<file path="src/rtl/rf_writeback_arbiter_if.sv">
// rtl/rf_writeback_arbiter_if.sv - writeback streams and decode pending-lookup bundle
// The master side is the core (ALU, DSP, decode). The slave side is the arbiter.
interface rf_writeback_arbiter_if #(
  parameter int DATA_W = 32,
  parameter int ADDR_W = 5
);
  logic              alu_wb_valid;
  logic              alu_wb_ready;
  logic [ADDR_W-1:0] alu_wb_addr;
  logic [DATA_W-1:0] alu_wb_data;
  logic              dsp_wb_valid;
  logic              dsp_wb_ready;
  logic [ADDR_W-1:0] dsp_wb_addr;
  logic [DATA_W-1:0] dsp_wb_data;
  logic [ADDR_W-1:0] rs1_addr;
  logic [ADDR_W-1:0] rs2_addr;
  logic              rs1_pending;
  logic              rs2_pending;

  modport master (
    output alu_wb_valid, alu_wb_addr, alu_wb_data,
    output dsp_wb_valid, dsp_wb_addr, dsp_wb_data,
    output rs1_addr, rs2_addr,
    input  alu_wb_ready, dsp_wb_ready, rs1_pending, rs2_pending
  );

  modport slave (
    input  alu_wb_valid, alu_wb_addr, alu_wb_data,
    input  dsp_wb_valid, dsp_wb_addr, dsp_wb_data,
    input  rs1_addr, rs2_addr,
    output alu_wb_ready, dsp_wb_ready, rs1_pending, rs2_pending
  );
endinterface

</file>
<file path="src/rtl/rf_writeback_arbiter.sv">
// rtl/rf_writeback_arbiter.sv - merges ALU and queued DSP writebacks onto one register file write port
// The ALU normally wins. DSP results wait in a FIFO that is forced through after STARVE_MAX consecutive ALU wins.
module rf_writeback_arbiter #(
  parameter int DATA_W     = 32,
  parameter int ADDR_W     = 5,
  parameter int FIFO_DEPTH = 4,
  parameter int STARVE_MAX = 8
) (
  input  logic                                 i_clk,
  input  logic                                 i_rst_n,
  rf_writeback_arbiter_if.slave                bus,
  output logic [ADDR_W-1:0]                    o_rd_addr,
  output logic [DATA_W-1:0]                    o_rd_data,
  output logic [$clog2(FIFO_DEPTH+1)-1:0]      o_fifo_count
);
  localparam int PTR_W = $clog2(FIFO_DEPTH);
  localparam int CNT_W = $clog2(FIFO_DEPTH + 1);
  localparam int STV_W = $clog2(STARVE_MAX + 1);

  logic [ADDR_W-1:0] r_fifo_addr [FIFO_DEPTH];
  logic [DATA_W-1:0] r_fifo_data [FIFO_DEPTH];
  logic [PTR_W-1:0]  r_wr_ptr;
  logic [PTR_W-1:0]  r_rd_ptr;
  logic [CNT_W-1:0]  r_count;
  logic [STV_W-1:0]  r_starve;
  logic [ADDR_W-1:0] r_rd_addr;
  logic [DATA_W-1:0] r_rd_data;

  logic                  w_empty;
  logic                  w_full;
  logic                  w_force;
  logic                  w_alu_win;
  logic                  w_pop;
  logic                  w_push;
  logic [PTR_W-1:0]      w_offset [FIFO_DEPTH];
  logic [FIFO_DEPTH-1:0] w_entry_valid;
  logic                  w_rs1_hit;
  logic                  w_rs2_hit;

  assign w_empty   = (r_count == '0);
  assign w_full    = (r_count == CNT_W'(FIFO_DEPTH));
  assign w_force   = (r_starve == STV_W'(STARVE_MAX)) && !w_empty;
  assign w_alu_win = !w_force && bus.alu_wb_valid;
  assign w_pop     = w_force || (!bus.alu_wb_valid && !w_empty);
  // Writes to x0 are acknowledged to the DSP but never occupy a FIFO slot.
  assign w_push    = bus.dsp_wb_valid && !w_full && (bus.dsp_wb_addr != '0);

  assign bus.alu_wb_ready = !w_force;
  assign bus.dsp_wb_ready = !w_full;

  // A slot is live when its distance from the head is below the occupancy.
  always_comb begin
    w_offset      = '{default: '0};
    w_entry_valid = '0;
    w_rs1_hit     = (bus.rs1_addr == r_rd_addr);
    w_rs2_hit     = (bus.rs2_addr == r_rd_addr);
    for (int i = 0; i < FIFO_DEPTH; i++) begin
      w_offset[i]      = PTR_W'(i) - r_rd_ptr;
      w_entry_valid[i] = ({1'b0, w_offset[i]} < r_count);
      if (w_entry_valid[i] && (r_fifo_addr[i] == bus.rs1_addr)) begin
        w_rs1_hit = 1'b1;
      end
      if (w_entry_valid[i] && (r_fifo_addr[i] == bus.rs2_addr)) begin
        w_rs2_hit = 1'b1;
      end
    end
  end

  assign bus.rs1_pending = (bus.rs1_addr != '0) && w_rs1_hit;
  assign bus.rs2_pending = (bus.rs2_addr != '0) && w_rs2_hit;

  always_ff @(posedge i_clk) begin
    if (w_push) begin
      r_fifo_addr[r_wr_ptr] <= bus.dsp_wb_addr;
      r_fifo_data[r_wr_ptr] <= bus.dsp_wb_data;
    end
  end

  always_ff @(posedge i_clk or negedge i_rst_n) begin
    if (!i_rst_n) begin
      r_wr_ptr  <= '0;
      r_rd_ptr  <= '0;
      r_count   <= '0;
      r_starve  <= '0;
      r_rd_addr <= '0;
      r_rd_data <= '0;
    end else begin
      if (w_push) begin
        r_wr_ptr <= r_wr_ptr + 1'b1;
      end
      if (w_pop) begin
        r_rd_ptr <= r_rd_ptr + 1'b1;
      end
      case ({w_push, w_pop})
        2'b10:   r_count <= r_count + 1'b1;
        2'b01:   r_count <= r_count - 1'b1;
        default: r_count <= r_count;
      endcase

      if (w_pop || w_empty) begin
        r_starve <= '0;
      end else if (w_alu_win && (r_starve != STV_W'(STARVE_MAX))) begin
        r_starve <= r_starve + 1'b1;
      end

      if (w_pop) begin
        r_rd_addr <= r_fifo_addr[r_rd_ptr];
        r_rd_data <= r_fifo_data[r_rd_ptr];
      end else if (w_alu_win) begin
        r_rd_addr <= bus.alu_wb_addr;
        r_rd_data <= bus.alu_wb_data;
      end else begin
        r_rd_addr <= '0;
        r_rd_data <= '0;
      end
    end
  end

  assign o_rd_addr    = r_rd_addr;
  assign o_rd_data    = r_rd_data;
  assign o_fifo_count = r_count;
endmodule

</file>
<file path="src/flat_wrapper.sv">
// flat-port wrapper written by rule: the top's interface ports become plain ports
module rf_writeback_arbiter_flat 
#(
  parameter int DATA_W     = 32,
  parameter int ADDR_W     = 5,
  parameter int FIFO_DEPTH = 4,
  parameter int STARVE_MAX = 8
)
  (i_clk, i_rst_n, o_rd_addr, o_rd_data, o_fifo_count, bus_alu_wb_valid, bus_alu_wb_addr, bus_alu_wb_data, bus_dsp_wb_valid, bus_dsp_wb_addr, bus_dsp_wb_data, bus_rs1_addr, bus_rs2_addr, bus_alu_wb_ready, bus_dsp_wb_ready, bus_rs1_pending, bus_rs2_pending);
  rf_writeback_arbiter_if #(.DATA_W(DATA_W), .ADDR_W(ADDR_W)) bus_i ();
  input  logic i_clk;
  input  logic i_rst_n;
  output logic [ADDR_W-1:0] o_rd_addr;
  output logic [DATA_W-1:0] o_rd_data;
  output logic [$clog2(FIFO_DEPTH+1)-1:0] o_fifo_count;
  input wire logic [$bits(bus_i.alu_wb_valid)-1:0] bus_alu_wb_valid;
  input wire logic [$bits(bus_i.alu_wb_addr)-1:0] bus_alu_wb_addr;
  input wire logic [$bits(bus_i.alu_wb_data)-1:0] bus_alu_wb_data;
  input wire logic [$bits(bus_i.dsp_wb_valid)-1:0] bus_dsp_wb_valid;
  input wire logic [$bits(bus_i.dsp_wb_addr)-1:0] bus_dsp_wb_addr;
  input wire logic [$bits(bus_i.dsp_wb_data)-1:0] bus_dsp_wb_data;
  input wire logic [$bits(bus_i.rs1_addr)-1:0] bus_rs1_addr;
  input wire logic [$bits(bus_i.rs2_addr)-1:0] bus_rs2_addr;
  output wire logic [$bits(bus_i.alu_wb_ready)-1:0] bus_alu_wb_ready;
  output wire logic [$bits(bus_i.dsp_wb_ready)-1:0] bus_dsp_wb_ready;
  output wire logic [$bits(bus_i.rs1_pending)-1:0] bus_rs1_pending;
  output wire logic [$bits(bus_i.rs2_pending)-1:0] bus_rs2_pending;
  assign bus_i.alu_wb_valid = bus_alu_wb_valid;
  assign bus_i.alu_wb_addr = bus_alu_wb_addr;
  assign bus_i.alu_wb_data = bus_alu_wb_data;
  assign bus_i.dsp_wb_valid = bus_dsp_wb_valid;
  assign bus_i.dsp_wb_addr = bus_dsp_wb_addr;
  assign bus_i.dsp_wb_data = bus_dsp_wb_data;
  assign bus_i.rs1_addr = bus_rs1_addr;
  assign bus_i.rs2_addr = bus_rs2_addr;
  assign bus_alu_wb_ready = bus_i.alu_wb_ready;
  assign bus_dsp_wb_ready = bus_i.dsp_wb_ready;
  assign bus_rs1_pending = bus_i.rs1_pending;
  assign bus_rs2_pending = bus_i.rs2_pending;
  rf_writeback_arbiter #(.DATA_W(DATA_W), .ADDR_W(ADDR_W), .FIFO_DEPTH(FIFO_DEPTH), .STARVE_MAX(STARVE_MAX)) u_core (.i_clk(i_clk), .i_rst_n(i_rst_n), .bus(bus_i), .o_rd_addr(o_rd_addr), .o_rd_data(o_rd_data), .o_fifo_count(o_fifo_count));
endmodule
</file>
<file path="config.mk">
export PLATFORM = sky130hd
export DESIGN_NAME = rf_writeback_arbiter_flat
export DESIGN_NICKNAME = d
export VERILOG_FILES = /design/src/rtl/rf_writeback_arbiter_if.sv /design/src/rtl/rf_writeback_arbiter.sv /design/src/flat_wrapper.sv
export SDC_FILE = /design/constraint.sdc
export NUM_CORES = 1
export LEC_CHECK = 0
export ABC_AREA = 0
export ABC_CLOCK_PERIOD_IN_PS = 7350
export CORE_MARGIN = 1.5
export CORE_UTILIZATION = 59
export CTS_BUF_LIST = sky130_fd_sc_hd__clkbuf_2
export DETAILED_ROUTE_END_ITERATION = 10
export GPL_ROUTABILITY_DRIVEN = 0
export PLACE_DENSITY_LB_ADDON = 0.2
export SKIP_LAST_GASP = 1
export SYNTH_ARGS = -nofsm -noshare
export SYNTH_HDL_FRONTEND = slang
export SYNTH_SLANG_ARGS = --single-unit
</file>
<file path="constraint.sdc">
create_clock -name i_clk -period 7.35 [get_ports i_clk]
set_clock_uncertainty 0.15 [all_clocks]
set_input_delay 1.47 -clock i_clk [delete_from_list [all_inputs] [get_ports i_clk]]
set_output_delay 1.47 -clock i_clk [all_outputs]
set_load 0.005 [all_outputs]
</file>
* Yosys cells after proc, flatten, opt, wreduce, memory -nomap -nowiden *
Memory sizes are Yosys's and may differ from the RTL's.
Index checks and enable logic that the tools add are counted.

storage, ports and cells
  output and inout bits = 44
  latch bits = 0
  bits of input ports = 88
  memories kept = 2
  flip-flop bits (word level) = 48
  memory bits (writable) = 148
  word-level logic and storage cells = 81
  memory bits (read-only) = 0

cells by class
  bitwise gates (word level) = 0
  equal/unequal tests = 15
  mux-type cells = 17
  reduce and logical (&&, ||, !) cells = 28
  shift-type cells = 0
  magnitude comparators = 4
  div/mod/pow operators = 0
  $mul = 0
  add/sub/neg operators = 9

memory list
  name                words  width  rd ports  clocked after memory_dff  write ports  RTL line                    text
  u_core.r_fifo_data  4      32     1         0                         1            rf_writeback_arbiter.sv:21  logic [DATA_W-1:0] r_fifo_data [FIFO_DEPTH];
  u_core.r_fifo_addr  4      5      5         0                         1            rf_writeback_arbiter.sv:20  logic [ADDR_W-1:0] r_fifo_addr [FIFO_DEPTH];

operators by type and width
  operator               number
  $mux W32               2
  $eq A5 B5 Y1           10
  $logic_and A1 B1 Y1    16
  $reduce_bool A5 Y1     3
  $lt A2 B3 Y1           4
  $mux W1                10
  $mux W5                2
  $mux W4                2
  $pmux W3 S2            1
  $add A2 B1 Y2 const B  2
  $add A4 B1 Y4 const B  1
  $eq A4 B4 Y1 const B   1
  $logic_not A1 Y1       4
  $ne A4 B4 Y1 const B   1
  $reduce_bool A2 Y1     2
  $sub A1 B2 Y2 const A  2
  $sub A2 B2 Y2 const A  2
  $add A3 B1 Y3 const B  1
  $eq A3 B3 Y1 const B   1
  $logic_not A3 Y1       1
  $sub A3 B1 Y3 const B  1
  $eq A2 B1 Y1 const B   1
  $eq A2 B2 Y1 const B   1
  $logic_or A1 B1 Y1     2

* Depth between registers and ports, before layout *
  word-level depth = 8
  depth in mapped cells = 11
  gate-level depth less buffers = 11

* Worst setup path after synthesis *
OpenSTA, ideal clock, no wires.

  path kind = input port to output port
  start = in bus_rs2_addr[0]
  end = out bus_rs2_pending
  required time = 5.730 ns
  buffers on the path = 1
  stages on the path = 6
  arrival = 2.452 ns
  setup slack = 3.278 ns
  path through = clkbuf_1 xnor2_1 nand3_1 nor4_1 nor3_1 a21oi_1

on the way
  cells in the longest elaborated chain, start to end = 7
  elaborated cells on any way between the ends = 15
  classes of those cells = 5 x eq/ne; 4 x mux; 6 x reduce/logical

RTL lines
  item                   RTL line                    text
  from (decl)            flat_wrapper.sv:23          input wire logic [$bits(bus_i.rs2_addr)-1:0] bus_rs2_addr;
  $eq A5 B5 Y1           rf_writeback_arbiter.sv:63  if (w_entry_valid[i] && (r_fifo_addr[i] == bus.rs2_addr)) begin
  $logic_and A1 B1 Y1    rf_writeback_arbiter.sv:63
  $mux W1 (4 in a row)   rf_writeback_arbiter.sv:63
  $logic_and A1 B1 Y1 *  rf_writeback_arbiter.sv:70  assign bus.rs2_pending = (bus.rs2_addr != '0) && w_rs2_hit;
  to (decl)              flat_wrapper.sv:27          output wire logic [$bits(bus_i.rs2_pending)-1:0] bus_rs2_pending;

Mark *: on every way between the ends. The rest lies on a longest branch, timed or not.

* Final worst setup path *
  start = in bus_rs2_addr[1]
  end = out bus_rs2_pending

The elaborated chain is that of the path after synthesis.

==> metrics.md <==
| Metric | Value |
|---|---|
| Status | `finished clean` |
| Most common library cells after synthesis | `edfxtp_1 (148), dfrtp_1 (48), a22o_1 (37), mux4_2 (37), xnor2_1 (33)` |
| Initial antenna violation count | `0` |
| Number of global-route vias before repair | `4,604` |
| First-pass GRT wire length | `24,900 µm` |
| Total wire length | `approximately 16,000 µm` |
| Area leader, netlist | `edfxtp_1` |
| CTS Buffer Depth | `2` |
| Via count | `approximately 4,400` |
| Clk sink count | `between 150 and 200` |
| Mapped Cells | `444` |
| CTS tree | `built` |
| Sequential area share after synthesis | `0.703` |
| EDFF count, synth | `148` |
| WP data required | `approximately 5700 ps` |
| MaxCap Viol Count | `0` |
| Fmax | `about 200 MHz` |
| Post-DP Area | `9460 µm²` |
| Async SR Flop Fraction | `0.245` |
| Critical path class | `in -> out` |
| Worst-Skew Late Latency | `740 ps` |
| Sum Neg Setup Slack | `0 ps` |
| IO Pins | `between 100 and 150` |
| # port buffers | `131` |
| # hold bufs at CTS | `0` |
| Pwr per Cell Area | `330 nW/µm²` |
| CTS clk-pin slew, worst paths | `240 ps` |
| Layout Nets | `670` |
| Die Footprint | `14,300 µm²` |
| Cell leakage power | `3.43 nW` |
| RSZ-0062 raised after global routing | `false` |
| CTS Buf Count | `17` |
| Iter 0 DRT Violations | `365` |
| Final setup viols | `0` |
| Synth Flop Type | `edfxtp_1` |
| Remaining DRCs | `0` |
| CTS H-tree lvls | `4` |
| Power, Total | `3.21 mW` |
| Number of synthesized register bits | `196` |
| Mapped Nets | `544` |
| Dominant cells by area after synthesis | `edfxtp_1 (55%), dfrtp_1 (15%), mux4_2 (10%)` |
| Std cell rows | `42` |
| Total number of yosys warnings | `0` |
| Tcrit/Tclk final | `0.701` |
| Layout area overhead | `21.0%` |
| Wire per inst | `20.8 µm` |
| DIE WIDTH | `120 µm` |
| Least-Margin Pin Slew | `1060 ps` |
| Filler cells | `836` |
| Max-slew headroom | `0.294` |
| Number of gates resized after CTS | `0` |
| FF/Latch Area | `roughly 5600 µm²` |
| Area of the multi-input gates | `around 2200 µm²` |
| Post-route cell area | `9720 µm²` |
| Clock root buffer | `clkbuf_2` |
| CP max FO | `6` |
| Hold Path Class | `reg -> reg` |
| Initial Util | `0.607` |
| Max IR drop VDD | `0.222 mV` |
| Vert. Die Dim | `120 µm` |
| Mean Syn Cell Area | `18.1 µm²` |
| Final core utilization | `0.734` |
| GRT Resource Usage Total | `0.238` |
| Core Region | `13,200 µm²` |
| Largest net degree at the start of global routing | `43` |
| Most numerous cell in the Yosys netlist | `edfxtp_1` |
| Proportion of layout cells with a drive suffix above 1 | `0.148` |
| Min Tclk post-route | `about 5100 ps` |
| Placement Setup Slack | `2260 ps` |
| Antenna viol nets, final | `0` |
| Crit end category | `output pin` |
| Postcts setup bufs | `0` |
| Critical path launch point type | `input port` |
| Crit path DAT | `around 3500 ps` |
| Post-detail-place hpwl | `~10000 µm` |
| Vias per inst | `between 5 and 6` |
| DRT Pass-1 Iters | `5` |
| Share of Yosys cell area claimed by the top area cell type | `0.553` |
| Mapped Area | `around 8000 µm²` |
| Worst Slack Setup Final | `approximately 2200 ps` |
| Final Max Tran Viols | `0` |
| Count of cell types in the netlist | `34` |
| Antenna Cells | `0` |
| Global route overflow | `0` |
| Final Hold Viols | `0` |
kinds of logic (layout without fill, tap and decap cells):
| family | count (synthesis) | in the layout | share of synthesized area |
|---|---|---|---|
| AO/OA/AOI/OAI | 50 | 50 | 0.0511 |
| XOR/XNOR | 59 | 59 | 0.0643 |
| adder cells (fa/ha/maj) | 12 | 12 | 0.0196 |
| AND/OR/NAND/NOR | 48 | 48 | 0.0330 |
| buffers and inverters | 41 | 180 | 0.0241 |
| multiplexers | 38 | 38 | 0.105 |
| flip-flops | 196 | 196 | 0.703 |
final timing paths:
check                           cells past startpoint                   endpoint  slack [ps]              startpoint
worst max-delay path                                7            bus_rs2_pending        2200         bus_rs2_addr[1]
worst min-delay path                                1         u_core.r_starve[0]         380      u_core.r_starve[0]
worst max register to register                      5  u_core.r_fifo_data[2][20]        4760  u_core.o_fifo_count[0]
worst min register to register                      1         u_core.r_starve[0]         380      u_core.r_starve[0]
max in group asynchronous                           2         u_core.r_rd_ptr[0]        5740                 i_rst_n
min in group asynchronous                           1       u_core.o_rd_data[10]         470                 i_rst_n
cell usage in the layout, fill, tap and decap left out, types with 5 or more instances in the layout:
| master | netlist | layout |
|---|---|---|
| clkdlybuf4s50_1 | 0 | 130 |
| clkbuf_2 | 0 | 20 |
| mux4_2 | 37 | 37 |
| xor2_1 | 26 | 26 |
| edfxtp_1 | 148 | 148 |
| ha_1 | 11 | 11 |
| a22o_1 | 37 | 37 |
| xnor2_1 | 33 | 33 |
| dfrtp_1 | 48 | 46 |
| inv_1 | 13 | 13 |
| nor4_1 | 8 | 8 |
| nor3_1 | 5 | 5 |
| nor2_1 | 8 | 8 |
| nand3_1 | 10 | 10 |
flip-flops by register name (all words and copies together), names as in the netlist:
signal	cells
u_core.o_rd_data	32
u_core.r_fifo_data	128
u_core.r_rd_ptr	2
u_core.r_fifo_addr	20
u_core.o_rd_addr	5
u_core.o_fifo_count	3
u_core.r_starve	4
u_core.r_wr_ptr	2
worst max-delay path: stages:
cell and delay, ps:
clkdlybuf4s50_1 660, xnor2_1 160, nand3_1 110, nor4_1 350, nor3_1 100, a21oi_1 160, clkdlybuf4s50_1 510
per-stage QoR:
stage	std cells	hold WS (ps)
after floorplan	444	304
after global placement	727	321
after detailed placement	727	362
after CTS	759	386
after global routing	759	373
final	759	384
area by class of cell:
type	instances	share of cell area
Clock buffer	20	0.0103
Clock inverter	12	0.0158
Timing Repair Buffer	135	0.138
Sequential cell	196	0.581
Tap cell	176	0.0227
Multi-Input combinational cell	207	0.228
Inverter	13	0.00502
layer usage:
layer,part of all wire,global-route usage,vias to the layer above
met5,0,0,-
li1,-,-,1970
met4,0.028,0.109,0
met2,0.51,0.399,173
met1,0.41,0.298,2225
met3,0.060,0.0575,34
power breakdown:
group          switching [mW]  leakage [nW]  internal (mW)
logic                   0.506          1.34          0.575
registers               0.115          1.94           1.47
clock network           0.348         0.158          0.196
total                   0.969          3.43           2.24
Note: power is estimated with default switching activity, not from simulation.
